`src/rtl/stepper_sequencer.sv`:
```
// Stepper motor phase sequencer.
// Walks a 3-bit phase index through an 8-entry coil table, moving one step
// per upstream timer tick in half-step (+/-1) or full-step (+/-2) mode.
// Build option: define HOLD_TORQUE_EN to keep the coils energized with the
// last pattern while idle; otherwise the coils are released on return to IDLE.
module stepper_sequencer #(
  parameter int COUNT_BITS = 8
) (
  input  logic                  Clock,
  input  logic                  Reset,
  input  logic                  Go,
  input  logic                  Abort,
  input  logic                  Direction,
  input  logic                  HalfStep,
  input  logic [COUNT_BITS-1:0] StepCount,
  input  logic                  Timeout,
  output logic                  Start,
  output logic [3:0]            Coils,
  output logic                  Busy,
  output logic                  Done,
  output logic [COUNT_BITS-1:0] Remaining
);

  typedef enum logic [1:0] {
    IDLE   = 2'd0,
    RUN    = 2'd1,
    FINISH = 2'd2
  } state_t;

  localparam logic [COUNT_BITS-1:0] ONE  = {{(COUNT_BITS-1){1'b0}}, 1'b1};
  localparam logic [COUNT_BITS-1:0] ZERO = '0;

  state_t                state_q;
  logic [2:0]            index_q;
  logic [3:0]            coils_q;
  logic [COUNT_BITS-1:0] remaining_q;
  logic                  dir_q;
  logic                  half_q;

  logic [2:0]            step_size;
  logic [2:0]            index_d;

  // Coil pattern for each phase; even phases drive one coil, odd phases two.
  function automatic logic [3:0] phase_pattern(input logic [2:0] idx);
    logic [3:0] pat;
    case (idx)
      3'd0:    pat = 4'b1000;
      3'd1:    pat = 4'b1100;
      3'd2:    pat = 4'b0100;
      3'd3:    pat = 4'b0110;
      3'd4:    pat = 4'b0010;
      3'd5:    pat = 4'b0011;
      3'd6:    pat = 4'b0001;
      default: pat = 4'b1001;
    endcase
    return pat;
  endfunction

  // Next phase index for one step; 3-bit arithmetic wraps modulo 8 and a
  // full step of 2 keeps the index parity.
  always_comb begin
    step_size = half_q ? 3'd1 : 3'd2;
    index_d   = dir_q ? (index_q + step_size) : (index_q - step_size);
  end

  // Move-control FSM with the phase index, coil drive and step counter.
  always_ff @(posedge Clock) begin
    if (Reset) begin
      state_q     <= IDLE;
      index_q     <= 3'd0;
      coils_q     <= 4'b0000;
      remaining_q <= ZERO;
      dir_q       <= 1'b0;
      half_q      <= 1'b0;
    end else begin
      case (state_q)
        IDLE: begin
          if (Go) begin
            if (StepCount != ZERO) begin
              // Direction and step size are frozen for the whole move.
              dir_q       <= Direction;
              half_q      <= HalfStep;
              remaining_q <= StepCount;
              coils_q     <= phase_pattern(index_q);
              state_q     <= RUN;
            end else begin
              // Empty move: report completion without touching the motor.
              state_q <= FINISH;
            end
          end
        end
        RUN: begin
          if (Abort) begin
            // Early stop wins over a coincident tick; everything holds.
            state_q <= FINISH;
          end else if (Timeout) begin
            index_q     <= index_d;
            coils_q     <= phase_pattern(index_d);
            remaining_q <= remaining_q - ONE;
            if (remaining_q == ONE) begin
              state_q <= FINISH;
            end
          end
        end
        FINISH: begin
          state_q <= IDLE;
`ifdef HOLD_TORQUE_EN
          // Keep the last pattern so the rotor stays locked in place.
`else
          // Release the coils; the index is kept so the next move resumes.
          coils_q <= 4'b0000;
`endif
        end
        default: begin
          state_q <= IDLE;
        end
      endcase
    end
  end

  assign Start     = (state_q == RUN);
  assign Busy      = (state_q == RUN);
  assign Done      = (state_q == FINISH);
  assign Coils     = coils_q;
  assign Remaining = remaining_q;

endmodule

```
`config.mk`:
```
export PLATFORM = sky130hd
export DESIGN_NAME = stepper_sequencer
export DESIGN_NICKNAME = d
export VERILOG_FILES = /design/src/rtl/stepper_sequencer.sv
export SDC_FILE = /design/constraint.sdc
export NUM_CORES = 1
export LEC_CHECK = 0
export ABC_AREA = 1
export CAP_MARGIN = 20
export CORE_MARGIN = 2
export CORE_UTILIZATION = 52
export CTS_BUF_LIST = sky130_fd_sc_hd__clkbuf_4 sky130_fd_sc_hd__clkbuf_8
export DETAILED_ROUTE_END_ITERATION = 10
export GPL_TIMING_DRIVEN = 0
export PLACE_DENSITY = 0.82
export SKIP_LAST_GASP = 1
export SYNTH_ARGS = -nofsm -noshare
export SYNTH_HDL_FRONTEND = slang
export SYNTH_SLANG_ARGS = --single-unit
```
`constraint.sdc`:
```
create_clock -name Clock -period 1.83 [get_ports Clock]
set_input_delay 0.366 -clock Clock [delete_from_list [all_inputs] [get_ports Clock]]
set_output_delay 0.366 -clock Clock [all_outputs]
set_load 0.1 [all_outputs]
```
# Word-level counts from Yosys, hierarchy flattened
# Cells that the tools add are included.
# totals
register_bits	19
inputBits	15
out_inout_bits	15
wordCells	62
# op_classes
reduce_logical	11
n_bitwise	1
n_mux	20
eq_ne	21
n_addsub	3
# op_table
op	n
$pmux W4 S7	2
$mux W8	4
$eq A3 B3 Y1 const B	6
$mux W4	4
$pmux W8 S2	1
$eq A3 B2 Y1 const B	4
$mux W2	6
$pmux W4 S3	1
$reduce_and A5 Y1	2
$reduce_and A3 Y1	3
$eq A8 B1 Y1 const B	1
$ne A2 B2 Y1 const B	4
$reduce_bool A8 Y1	1
$sub A8 B1 Y8 const B	1
$eq A3 B1 Y1 const B	2
$logic_not A3 Y1	2
$pmux W2 S2	1
$add A3 B2 Y3	1
$mux W3	1
$ne A3 B2 Y1 const B	1
$ne A3 B3 Y1 const B	1
$reduce_bool A3 Y1	1
$sub A3 B2 Y3	1
$eq A2 B1 Y1 const B	1
other kinds (4)	4

# Depth between registers and ports, before layout
# logic_depth
depth_word	8
mapped_depth	11
mapped_depth_nobuf	11

# Worst setup path after synthesis
# Ideal clock, no wire load.
# synth_timing
kind	reg-to-reg
start	register state_q[1]
end	register coils_q[3] (netlist: Coils[3])
period_less_slack_ps	2159
setup_ps	121
t_arrival_ps	2037
n_path_buf	1
setup_slack_ps	-329
stages_incl_launch_ff	11
required_ps	1709
cell_sequence	dfxtp_1 -> inv_1 -> ha_1 -> buf_2 -> nand2_1 -> o21ai_1 -> nor2_2 -> nand2_2 -> nand2_1 -> nand2_1 -> a21oi_2
# synth_between
elab_chain_len	3
word_cells_on_any_way	10
classes_between	eq/ne (6); mux (1); reduce/logical (3)
# synth_lines
element	line_no	text
from (decl)	33	state_t state_q;
from (signal assigned)	69	state_q <= IDLE;
from (signal assigned)	85	state_q <= RUN;
from (signal assigned)	88	state_q <= FINISH;
$eq A2 B1 Y1 (*)	n/a	
named net Busy	19	output logic Busy,
$ne A2 B2 Y1 (no source line) / $reduce_bool A3 Y1 (equally long branches)	n/a	
$reduce_and A5 Y1 (no source line)	n/a	
to (signal assigned)	84	coils_q <= phase_pattern(index_q);
to (signal assigned)	98	coils_q <= phase_pattern(index_d);
to (decl)	35	logic [3:0] coils_q;
# Mark *: on every way through the listed nets, which the timed path passes. The rest lies on a longest branch.
# A chain may end at the register's enable or synchronous reset.

# Final worst setup path
# layout_timing
start	register state_q[1]
end	output port Start
# layout_between
elab_chain_len	1
# layout_lines
element	line_no	text
$eq A2 B1 Y1	121	assign Start = (state_q == RUN);
to (decl)	17	output logic Start,
# Every way passes these cells.

==> flow_metrics.env <==
export IMPL_slew_violations=0
export IMPL_route_met2_wl_mm=1.340
export IMPL_grt_ovfl_total=0
export IMPL_wl_per_cell_um=11.08
export IMPL_antenna_cells=0
export IMPL_synth_top_area_cell="dfxtp_1"
export IMPL_ant_nets=0
export IMPL_hold_worst_slack_ns=0.5056
export IMPL_cts_setup_buffers=0
export IMPL_tightest_slew_ns=0.6653
export IMPL_top_layer_used="met4"
export IMPL_min_period_over_period=0.9604
export IMPL_syn_inst=204
export IMPL_crit_path_end_kind="output port"
export IMPL_area_growth_pct=27.50
export IMPL_outcome="complete, no violations"
export IMPL_start_util=0.5510
export IMPL_min_path_type="flop to flop"
export IMPL_grt_pass1_wl_mm=5.354
export IMPL_globalplace_congestion=0.8460
export IMPL_arrival_ns=1.39
export IMPL_cts_tree="done"
export IMPL_cp_required_ns=1.46
export IMPL_crit_fanout=4
export IMPL_worstHoldEndpoint="half_q$_SDFFE_PP0P_"
export IMPL_wl_mm=2.958
export IMPL_track_usage=0.2154
export IMPL_die_area_um2=3051
export IMPL_clkSlewWorstSetupHoldPaths_ns=0.12
export IMPL_syn_nets=226
export IMPL_clockBufferDepth=2
export IMPL_fmax_mhz=569.0
export IMPL_h_tree_depth=1
export IMPL_synthTopCellsByArea="dfxtp_1 (28%), nand2_1 (15%), inv_1 (8.0%)"
export IMPL_p_per_area_nw_per_um2=1020
export IMPL_pin_count=30
export IMPL_layout_drive_gt1_share=0.2574
export IMPL_worst_slack_ns=0.07238
export IMPL_postSynthAreaPerCell_um2=6.691
export IMPL_crit_type="flop to output port"
export IMPL_netlist_area_leader_share=0.2786
export IMPL_setup_tns_ns=0
export IMPL_wl_met3_um=115
export IMPL_cap_violations=0
export IMPL_finalInstanceArea_um2=1740
export IMPL_drc=0
export IMPL_hold_viol_final=0
export IMPL_netlist_cell_type_count=29
export IMPL_coreArea_um2=2477
export IMPL_rows=18
export IMPL_dp_hpwl_mm=2.335
export IMPL_drt_first_pass_iters=4
export IMPL_startpoint_type="flop"
export IMPL_grt_max_degree=12
export IMPL_rsz0062_at_grt="yes"
export IMPL_grt_pass1_vias=1254
export IMPL_place_inst=263
export IMPL_hold_buffers=0
export IMPL_numCtsBuffers=3
export IMPL_nets=260
export IMPL_rr_endpoint="Coils[0]$_SDFFE_PP0P_"
export IMPL_timing_rr_start="half_q$_SDFFE_PP0P_"
export IMPL_drtIter0Drc=30
export IMPL_synth_warnings=0
export IMPL_reg2reg_depth=9
export IMPL_insertion_delay_ns=0.31
export IMPL_postLayoutCoreUtil=0.7025
export IMPL_avgViaCountPerCell=5.004
export IMPL_antenna_found_initial=0
export IMPL_rrSetupSlack_ns=0.20
export IMPL_synth_area_um2=1365
export IMPL_hold_depth=2
export IMPL_cts_root_buffer_cell="clkbuf_4"
export IMPL_skew_ns=0.004568
export IMPL_synth_yosys_seq_area_share=0.2786
export IMPL_io_buffers=29
export IMPL_placed_area_um2=1699
export IMPL_layout_min_cycle_time_ns=1.758
export IMPL_leakage_nw=0.7763
export IMPL_slew_headroom=0.5565
export IMPL_preCtsSetupSlack_ns=-0.3828
export IMPL_die_y_um=55.24
export IMPL_setup_violations=0
export IMPL_dr_total_vias=1336
export IMPL_cts_sinks=19
export IMPL_synth_seq_cells=19
export IMPL_layout_cells_non_filler=267
export IMPL_wl_met1_mm=1.437
export IMPL_die_x_um=55.24
export IMPL_finalPower_mw=1.775
export IMPL_ir_drop_mv=0.6715
export IMPL_min_delay_start="half_q$_SDFFE_PP0P_"
[timing repair]
| action | 4_1_cts | 5_1_grt |
|---|---|---|
| pin swaps | 0 | 0 |
| setup endpoints to repair | 15 | 6 |
| gates resized for setup | 47 | 11 |
| cloned | 0 | 0 |
[where the power goes]
group          leakage (nW)  total (mW)  switching [mW]  internal [mW]
clock network        0.0177       0.230           0.148         0.0819
registers             0.158       0.526          0.0526          0.473
logic                 0.600        1.02           0.739          0.280
[flip-flops by register name, indices dropped and copies added, names as in the netlist]
register / flops
Coils: 4
Remaining: 8
dir_q: 1
half_q: 1
index_q: 3
state_q: 2
[synth_stat cells (all sizes together)]
cell type / n
o211ai: 1
inv: 33
o22ai: 4
dfxtp: 19
o21ai: 16
mux2i: 1
buf: 4
nand4: 2
nand3: 12
nor2: 18
fa: 1
nand2: 66
xor2: 1
a21oi: 18
ha: 6
nand3b: 1
o21a: 1
[worst max-delay path, stage by stage, from the launching register on]
cell and delay (ns):
dfxtp_1 0.33, inv_1 0.10, ha_2 0.22, buf_4 0.11
clkbuf_4 0.31
[how the worst max path moves through the flow]
stage	slack [ns]	startpoint	end
2_1_floorplan	0.01	state_q[1]$_SDFFE_PP0P_	Coils[3]$_SDFFE_PP0P_
3_3_place_gp	-0.36	state_q[1]$_SDFFE_PP0P_	Start
3_5_place_dp	-0.38	state_q[1]$_SDFFE_PP0P_	Start
4_1_cts	-0.17	state_q[1]$_SDFFE_PP0P_	Start
5_1_grt	-0.03	state_q[1]$_SDFFE_PP0P_	Start
6_report	0.07	state_q[1]$_SDFFE_PP0P_	Start
[cells in the final DEF, fill, tap and decap left out]
| master | synthesis | final |
|---|---|---|
| clkdlybuf4s15_2 | 0 | 12 |
| clkbuf_4 | 0 | 5 |
| nand4_1 | 2 | 2 |
| nand3b_1 | 1 | 1 |
| inv_2 | 3 | 3 |
| nand3_4 | 1 | 1 |
| o21ai_1 | 5 | 5 |
| fa_1 | 1 | 1 |
| clkinv_2 | 0 | 1 |
| clkdlybuf4s50_1 | 0 | 14 |
| xor2_1 | 1 | 1 |
| buf_4 | 2 | 2 |
| buf_2 | 1 | 2 |
| a21oi_1 | 7 | 7 |
| a21oi_2 | 11 | 11 |
| nand2_1 | 56 | 55 |
| ha_2 | 0 | 1 |
| nor2_2 | 3 | 3 |
| buf_1 | 1 | 1 |
| inv_8 | 1 | 1 |
| dfxtp_1 | 19 | 14 |
| o211ai_1 | 1 | 1 |
| nor2_4 | 1 | 1 |
| nor2_1 | 14 | 14 |
| nand2_2 | 9 | 10 |
| mux2i_1 | 1 | 1 |
| ha_1 | 6 | 5 |
| o21ai_2 | 0 | 1 |
| nand2_4 | 1 | 1 |
| dfxtp_2 | 0 | 5 |
| o21a_1 | 1 | 1 |
| o22ai_1 | 4 | 4 |
| inv_1 | 29 | 29 |
| o21ai_0 | 10 | 9 |
| nand3_1 | 11 | 11 |
| o21ai_4 | 1 | 1 |
[cells by family after synthesis]
family,synth area share
buf+inv,0.1136
simple gates,0.3318
flops,0.2786
compound gates,0.1925
mux,0.007333
xor+xnor,0.006417
fa+ha+maj,0.06966
[final cells by class]
type,count,area [um^2]
multi-input combinational,148,838.3
fill,226,737.0
sequential,19,386.6
timing repair buffer,29,295.3
inverter,33,131.4
tap,30,37.54
buffer,4,23.77
clock buffer,3,22.52
clock inverter,1,5.005
[routing by layer]
metal  vias to the layer above  GRT usage
li1                        710          -
met1                       588     0.2832
met2                        33     0.3537
met3                         5    0.01639
met4                         0     0.1080
met5                         -          0
Power figures use the tool's default switching activity.
